## src/rtl/uart_stream_rx.sv

```systemverilog
// UART 8N1 receiver that delivers each byte through a one-deep valid/ready holding register.
// Optional even parity bit between the data bits and the stop bit: define UART_STREAM_RX_PARITY_EN.
module uart_stream_rx #(
    parameter int CLKS_PER_BIT = 868
) (
    input  logic       io_clock,
    input  logic       io_reset,
    input  logic       io_rxd,
    output logic [7:0] io_data,
    output logic       io_valid,
    input  logic       io_ready,
    output logic       io_frameError,
    output logic       io_overrun,
    output logic       io_busy
);

    localparam int CNT_W = $clog2(CLKS_PER_BIT);
    localparam logic [CNT_W-1:0] HALF_LOAD = CNT_W'(CLKS_PER_BIT / 2 - 1);
    localparam logic [CNT_W-1:0] FULL_LOAD = CNT_W'(CLKS_PER_BIT - 1);

    typedef enum logic [2:0] {
        IDLE,
        START,
        DATA,
`ifdef UART_STREAM_RX_PARITY_EN
        PARITY,
`endif
        STOP,
        WAIT_IDLE
    } rxState_t;

    logic             rxSync_p0;
    logic             rxSync_p1;
    logic             rxsPrev_p2;
    logic             rxs;
    rxState_t         state;
    logic [CNT_W-1:0] bitCnt;
    logic [2:0]       bitIdx;
    logic [7:0]       shiftReg;
    logic             sampleNow;
    logic             byteDone;
    logic             frameErrNow;

`ifdef UART_STREAM_RX_PARITY_EN
    logic parityErr;

    function automatic logic evenParityOk(input logic [7:0] dataBits, input logic parityBit);
        return ~^{dataBits, parityBit};
    endfunction
`endif

    // Stage p0/p1: two-flop synchroniser for the asynchronous line; p2: previous value for edge detection
    always_ff @(posedge io_clock or negedge io_reset) begin
        if (!io_reset) begin
            rxSync_p0  <= 1'b1;
            rxSync_p1  <= 1'b1;
            rxsPrev_p2 <= 1'b1;
        end else begin
            rxSync_p0  <= io_rxd;
            rxSync_p1  <= rxSync_p0;
            rxsPrev_p2 <= rxSync_p1;
        end
    end

    assign rxs       = rxSync_p1;
    assign sampleNow = (bitCnt == '0);
    assign io_busy   = (state != IDLE);

    always_comb begin
        byteDone    = 1'b0;
        frameErrNow = 1'b0;
        if (state == STOP && sampleNow) begin
`ifdef UART_STREAM_RX_PARITY_EN
            byteDone    = rxs && !parityErr;
            frameErrNow = !rxs || parityErr;
`else
            byteDone    = rxs;
            frameErrNow = !rxs;
`endif
        end
    end

    always_ff @(posedge io_clock or negedge io_reset) begin
        if (!io_reset) begin
            state    <= IDLE;
            bitCnt   <= '0;
            bitIdx   <= '0;
            shiftReg <= '0;
`ifdef UART_STREAM_RX_PARITY_EN
            parityErr <= 1'b0;
`endif
        end else begin
            case (state)
                IDLE: begin
                    if (rxsPrev_p2 && !rxs) begin
                        state  <= START;
                        bitCnt <= HALF_LOAD;
                    end
                end
                START: begin
                    if (sampleNow) begin
                        // A line that is high again at mid start bit was only a glitch
                        if (rxs) begin
                            state <= IDLE;
                        end else begin
                            state  <= DATA;
                            bitCnt <= FULL_LOAD;
                            bitIdx <= '0;
                        end
                    end else begin
                        bitCnt <= bitCnt - CNT_W'(1);
                    end
                end
                DATA: begin
                    if (sampleNow) begin
                        shiftReg <= {rxs, shiftReg[7:1]};
                        bitCnt   <= FULL_LOAD;
                        bitIdx   <= bitIdx + 3'd1;
                        if (bitIdx == 3'd7) begin
`ifdef UART_STREAM_RX_PARITY_EN
                            state <= PARITY;
`else
                            state <= STOP;
`endif
                        end
                    end else begin
                        bitCnt <= bitCnt - CNT_W'(1);
                    end
                end
`ifdef UART_STREAM_RX_PARITY_EN
                PARITY: begin
                    if (sampleNow) begin
                        parityErr <= !evenParityOk(shiftReg, rxs);
                        bitCnt    <= FULL_LOAD;
                        state     <= STOP;
                    end else begin
                        bitCnt <= bitCnt - CNT_W'(1);
                    end
                end
`endif
                STOP: begin
                    if (sampleNow) begin
                        // A low stop bit may be a break; wait for the line to recover before re-arming
                        state <= rxs ? IDLE : WAIT_IDLE;
                    end else begin
                        bitCnt <= bitCnt - CNT_W'(1);
                    end
                end
                WAIT_IDLE: begin
                    if (rxs) begin
                        state <= IDLE;
                    end
                end
                default: state <= IDLE;
            endcase
        end
    end

    always_ff @(posedge io_clock or negedge io_reset) begin
        if (!io_reset) begin
            io_data       <= 8'h00;
            io_valid      <= 1'b0;
            io_frameError <= 1'b0;
            io_overrun    <= 1'b0;
        end else begin
            io_frameError <= frameErrNow;
            io_overrun    <= 1'b0;
            if (byteDone) begin
                // The held byte wins; a new byte only lands if the slot is free or draining now
                if (!io_valid || io_ready) begin
                    io_data  <= shiftReg;
                    io_valid <= 1'b1;
                end else begin
                    io_overrun <= 1'b1;
                end
            end else if (io_valid && io_ready) begin
                io_valid <= 1'b0;
            end
        end
    end

endmodule
```

## config.mk

```make
export PLATFORM = sky130hd
export DESIGN_NAME = uart_stream_rx
export DESIGN_NICKNAME = d
export VERILOG_FILES = /design/src/rtl/uart_stream_rx.sv
export SDC_FILE = /design/constraint.sdc
export NUM_CORES = 1
export LEC_CHECK = 0
export CORE_ASPECT_RATIO = 1.1
export CORE_MARGIN = 8
export CORE_UTILIZATION = 55
export DETAILED_ROUTE_END_ITERATION = 6
export PLACE_DENSITY_LB_ADDON = 0.25
export SLEW_MARGIN = 20
export SYNTH_ARGS = -nofsm -noshare
export SYNTH_HDL_FRONTEND = slang
export SYNTH_SLANG_ARGS = --single-unit
```

## constraint.sdc

```tcl
create_clock -name io_clock -period 4.85 [get_ports io_clock]
set_input_delay 0.7275 -clock io_clock [delete_from_list [all_inputs] [get_ports io_clock]]
set_output_delay 0.7275 -clock io_clock [all_outputs]
set_load 0.02 [all_outputs]
```

==> results of run 1 <==
==> power by group <==
part | total (mW) | switching (mW) | internal (mW)
logic | 0.220 | 0.136 | 0.0840
registers | 0.395 | 0.0452 | 0.350
clock network | 0.163 | 0.107 | 0.0563
==> path summary, 6_finish.rpt <==
kind / endpoint / from / slack [ns]
max: io_data[6] / bitCnt[5] / 2.10
min: rxSync_p1 / rxSync_p0 / 0.36
max reg2reg: io_data[6] / bitCnt[5] / 2.10
min reg2reg: rxSync_p1 / rxSync_p0 / 0.36
max in group asynchronous: io_overrun / io_reset / 3.86
min in group asynchronous: bitCnt[3] / io_reset / 0.46
==> Yosys cell counts, types with 2 or more instances <==
cell | n | area share, %
nor4_1 | 2 | 0.68
mux2_2 | 9 | 5.5
inv_1 | 7 | 1.4
nor2_1 | 10 | 2.0
buf_6 | 4 | 2.5
o22ai_1 | 2 | 0.68
o21ai_2 | 3 | 1.4
ha_1 | 4 | 2.7
a31oi_1 | 3 | 1.0
nand2_1 | 34 | 7.0
a22o_1 | 2 | 0.96
nand2b_1 | 5 | 1.7
a21oi_1 | 7 | 1.9
dfrtp_1 | 35 | 48
dfstp_2 | 3 | 4.3
or3_1 | 6 | 2.0
nand3_1 | 4 | 1.1
nor3_1 | 5 | 1.4
o21ai_0 | 7 | 1.9
or2_2 | 3 | 1.0
==> routing by layer <==
| metal | GRT usage (%) | routed length [um] | up-vias |
|---|---|---|---|
| met3 | 4.47 | 129 | 6 |
| met2 | 24.5 | 1960 | 19 |
| met5 | 0 | 0 | - |
| met4 | 6.46 | 59 | 0 |
| met1 | 15.4 | 1480 | 659 |
| li1 | - | - | 650 |
==> registers in the layout, summed over array words and instances, names as in the netlist <==
| register | count |
|---|---|
| shiftReg | 8 |
| rxsPrev_p2 | 1 |
| bitCnt | 10 |
| io_frameError | 1 |
| rxSync_p1 | 1 |
| io_data | 8 |
| rxSync_p0 | 1 |
| bitIdx | 3 |
| io_valid | 1 |
| io_overrun | 1 |
| state | 3 |
==> through the flow <==
stage / power, mW / instance area (um^2) / std cells / setup WS [ns] / hold slack, ns
2_1_floorplan: 0.566 / 1830 / 178 / 2.63 / 0.345
6_report: 0.778 / 2020 / 230 / 2.10 / 0.364
4_1_cts: 0.785 / 2020 / 230 / 2.09 / 0.365
3_5_place_dp: 0.620 / 1960 / 222 / 2.10 / 0.347
3_3_place_gp: 0.607 / 1960 / 222 / 2.21 / 0.346
5_1_grt: 0.832 / 2020 / 230 / 1.97 / 0.366
==> kinds of logic after synthesis <==
kind of cell	after synthesis
compound gates	34
xor+xnor	1
fa+ha+maj	5
buf+inv	14
flops	38
mux	9
simple gates	77
==> cell type report <==
| type | instances | area, um^2 | area share (%) |
|---|---|---|---|
| repair buffers | 15 | 145 | 7.18 |
| clock buffers | 5 | 37.5 | 1.86 |
| inverters | 7 | 26.3 | 1.30 |
| clock inverters | 3 | 21.3 | 1.05 |
| well taps | 36 | 45.0 | 2.23 |
| multi-input cells | 126 | 791 | 39.1 |
| flip-flops and latches | 38 | 955 | 47.2 |
==> cells in the final DEF, fill, tap and decap left out, types with 4 or more instances in the layout <==
master,Yosys,final
o21ai_0,7,7
inv_1,7,7
a21oi_1,7,7
nand2_1,34,34
nand3_1,4,4
or3_1,6,6
clkdlybuf4s50_1,0,14
nand2b_1,5,5
nor3_1,5,5
clkbuf_4,0,5
ha_1,4,4
nor2_1,10,10
mux2_2,9,9
dfrtp_1,35,35
==> impl_metrics.yaml, run 1 <==
status:
  status: "finished clean"
floorplanning:
  design.die.area_um2: 5440
  start_util_pct: 56.0
  die_h_um: 76.5
  die_w_um: 71.0
  num_io_pins: 16
  rows: 22
  core_area_um2: 3280
grt:
  grt_pass1_vias: 1347
  grt_max_degree: 39
  grt_antenna_before_repair: 0
  grt_pass1_wl_um: 6130
  grt_usage_pct: 14.2
  grt-ovfl-total: 0
clock_network:
  cts_setup_buffers: 0
  cts_tree: "yes"
  clk_path_buf_depth: 2
  path_clk_slew_ns: 0.12
  cts_resized: 0
  cts_num_sinks: 38
  numCtsBuffers: 5
  clock-root-buffer: "clkbuf_4"
  htreeDepth: 2
  holdBufCountCts: 0
  insertion_delay_ns: 0.35
critical_path:
  endpoint_kind: "flop"
  path_cells: "or4_4, nor3_1, nand3_1, nor2b_1, mux2_2"
  slowest_delay_ns: 0.58
  ff2ff_path_depth: 5
  cp_max_fo: 8
  required_ns: 5.10
  cp_top_family: "simple AND/OR/NAND/NOR gates"
  worstSetupPathType: "flop to flop"
  slowest_stage: "or4_4"
  cp_num_cells: 5
  path_buf_inv: 0
  crit_arrival_ns: 3.00
  crit_path_start_kind: "flop"
sta:
  setup_viol: 0
  rsz0062_at_grt: "no"
  fin_crit_sh_pct: 56.8
  tns_ns: 0
  skew_ns: 0.00924
  hold_viol_final: 0
  tightest_slew_ns: 0.822
  min_period_ns: 2.75
  finalMaxSlewViolations: 0
  relSlewSlack_pct: 45.2
  max_freq_mhz: 363
worst_hold_path:
  hp-class: "flop to flop"
  holdPathStages: 0
job:
  maxCapViolations: 0
synth:
  synth_seq_cells: 38
  async_reset_ff_share_pct: 100
  synth_flop_cell: "dfrtp_1"
  ys_seq_area_share_pct: 52.1
  synth_top_family_by_area: "simple AND/OR/NAND/NOR gates"
  synth.avg_cell_area_um2: 10.3
  synth-xor-area-share_pct: 0.478
  syn_nets: 186
  synth_fa_ha_area_share_pct: 3.28
  synth_cell_types: 43
  synthMuxAreaShare_pct: 5.53
  synth-compound-area-share_pct: 13.2
  netlist_area_um2: 1830
  synth-edff-count: 0
  yosys_warnings: 0
  synth-simple-area-share_pct: 20.6
  synthCells: 178
final_layout:
  syn2layout_area_growth_pct: 10.2
  fillers: 273
  postLayoutCoreUtil_pct: 61.7
  drive_above_1_share_pct: 18.0
  antenna_cells: 0
  nets: 201
placement:
  hpwlAfterDp_um: 2570
  io_buffers: 15
  place_congestion: 0.897
detailed_routing:
  drc_errors: 0
  post_drt_wl_per_cell_um: 15.8
  drt_iter0_markers: 113
  finalWirelength_um: 3620
  ant_nets: 0
  vias: 1334
  first_pass_iters: 4
  vias_per_cell: 5.80
power_and_ir_drop:
  pwr_density_cell_nw_per_um2: 385
  p_leak_nw: 0.912
  ir_worst_vdd_mv: 0.255
Power figures use the tool's default switching activity.
==> run 2, diff against run 1 <==
==> constraint.sdc (replaced) <==
create_clock -name io_clock -period 2.7 [get_ports io_clock]
set_input_delay 0.405 -clock io_clock [delete_from_list [all_inputs] [get_ports io_clock]]
set_output_delay 0.405 -clock io_clock [all_outputs]
set_load 0.02 [all_outputs]
==> run 2 against run 1 <==
Global-route usage hardly changed. Clock-buffer cell count is the same. Setup slack worse by 1.9 ns. Register-to-register slack got worse by 1.9 ns. Flip-flop and latch count stayed put. Core utilization grew 1.5 points. Wire length grew 0.72%. Combinational power is 86% higher. Clock power up 130%. Critical endpoint is now bitCnt[5].
==> impl_metrics.yaml, run 2 (synthesized netlist as in run 1, its figures left out) <==
status:
  status: "finished clean"
final_layout:
  syn2layout_area_growth_pct: 12.9
  final_cell_mix: "dfrtp_1, nand2_1, clkdlybuf4s50_1"
  top_regs: "bitCnt x10, io_data x8, shiftReg x8"
  final_common_cell: "dfrtp_1"
  fin_cells: 234
  max_flop_register: "bitCnt"
  postLayoutCoreUtil_pct: 63.2
  final_area_um2: 2070
  largest_register_ffs: 10
  drive_above_1_share_pct: 19.7
  nets: 205
  antenna_cells: 0
critical_path:
  crit_arrival_ns: 2.67
  cp_top_family: "simple AND/OR/NAND/NOR gates"
  endpoint_kind: "flop"
  startpoint: "bitCnt[5]"
  path_cells: "or4_4, or3_1, o21ai_4, buf_4, a21o_1, o21ai_0"
  worstSetupPathType: "flop to flop"
  slowest_stage: "or4_4"
  regToRegEndpoint: "bitCnt[5]"
  r2r_slack_ns: 0.24
  required_ns: 2.91
  endpoint: "bitCnt[5]"
  ff2ff_path_depth: 6
  path_buf_inv: 1
  cp_max_fo: 9
  rr_startpoint: "bitCnt[5]"
  cp_num_cells: 6
  crit_path_start_kind: "flop"
  slowest_delay_ns: 0.58
clock_network:
  path_clk_slew_ns: 0.12
  holdBufCountCts: 0
  insertion_delay_ns: 0.34
  cts_resized: 0
  htreeDepth: 2
  clk_path_buf_depth: 2
  cts_setup_buffers: 0
  numCtsBuffers: 5
  cts_tree: "yes"
  clock-root-buffer: "clkbuf_4"
  cts_num_sinks: 38
grt:
  grt_max_degree: 39
  grt_usage_pct: 14.2
  grt_antenna_before_repair: 0
  grt_pass1_wl_um: 6230
  grt-ovfl-total: 0
  grt_pass1_vias: 1373
job:
  maxCapViolations: 0
sta:
  relSlewSlack_pct: 45.9
  hold_ws_ns: 0.136
  min_period_ns: 2.46
  tightest_slew_ns: 0.811
  rsz0062_at_grt: "no"
  skew_ns: 0.0114
  tns_ns: 0
  hold_viol_final: 0
  finalMaxSlewViolations: 0
  setup_viol: 0
  fin_crit_sh_pct: 91.0
  max_freq_mhz: 407
worst_hold_path:
  hp-class: "input port to async pin"
detailed_routing:
  drt_iter0_markers: 83
  drc_errors: 0
  vias_per_cell: 5.88
  post_drt_wl_per_cell_um: 15.6
  vias: 1377
  ant_nets: 0
  first_pass_iters: 4
  finalWirelength_um: 3650
floorplanning:
  start_util_pct: 56.0
  rows: 22
  num_io_pins: 16
  die_h_um: 76.5
  die_w_um: 71.0
  design.die.area_um2: 5440
  core_area_um2: 3280
power_and_ir_drop:
  pwr_density_cell_nw_per_um2: 721
  p_leak_nw: 0.947
  ir_worst_vdd_mv: 0.485
placement:
  place_congestion: 0.896
  io_buffers: 15
  place_area_um2: 1990
  hpwlAfterDp_um: 2640
  dp.cells: 226
-- run 2: metal layers --
layer	track usage, %	up-vias	part of all wire [%]
li1	-	662	-
met1	16.1	686	44
met2	24.8	21	52
met3	3.16	8	3.4
met4	5.83	0	1.5
met5	0	-	0
-- run 2: stage by stage --
step	worst slack (ns)	power [mW]
6_report	0.243	1.49
5_1_grt	0.149	1.58
4_1_cts	0.239	1.50
3_5_place_dp	0.280	1.12
3_3_place_gp	0.309	1.11
2_1_floorplan	0.481	1.02
-- run 2: layout make-up --
class | count | area [um^2]
clock buffer | 5 | 37.5
tap | 36 | 45.0
clock inverter | 3 | 40.0
timing repair buffer | 19 | 175
inverter | 7 | 26.3
sequential | 38 | 955
fill | 276 | 1210
multi-input combinational | 126 | 791
-- run 2: worst min-delay path by stage --
stage                          from   endpoint  slack (ns)  depth (start not counted)
after floorplan            io_reset  bitCnt[0]        0.11                          0
after global routing       io_reset  bitCnt[1]        0.22                          1
after detailed placement  rxSync_p0  rxSync_p1        0.35                          0
after global placement    rxSync_p0  rxSync_p1        0.35                          0
after CTS                  io_reset  bitCnt[1]        0.17                          1
final                      io_reset  bitCnt[1]        0.14                          1
-- run 2: power breakdown --
group | switching [mW] | internal [mW]
registers | 0.0799 | 0.629
clock network | 0.182 | 0.192
logic | 0.253 | 0.157
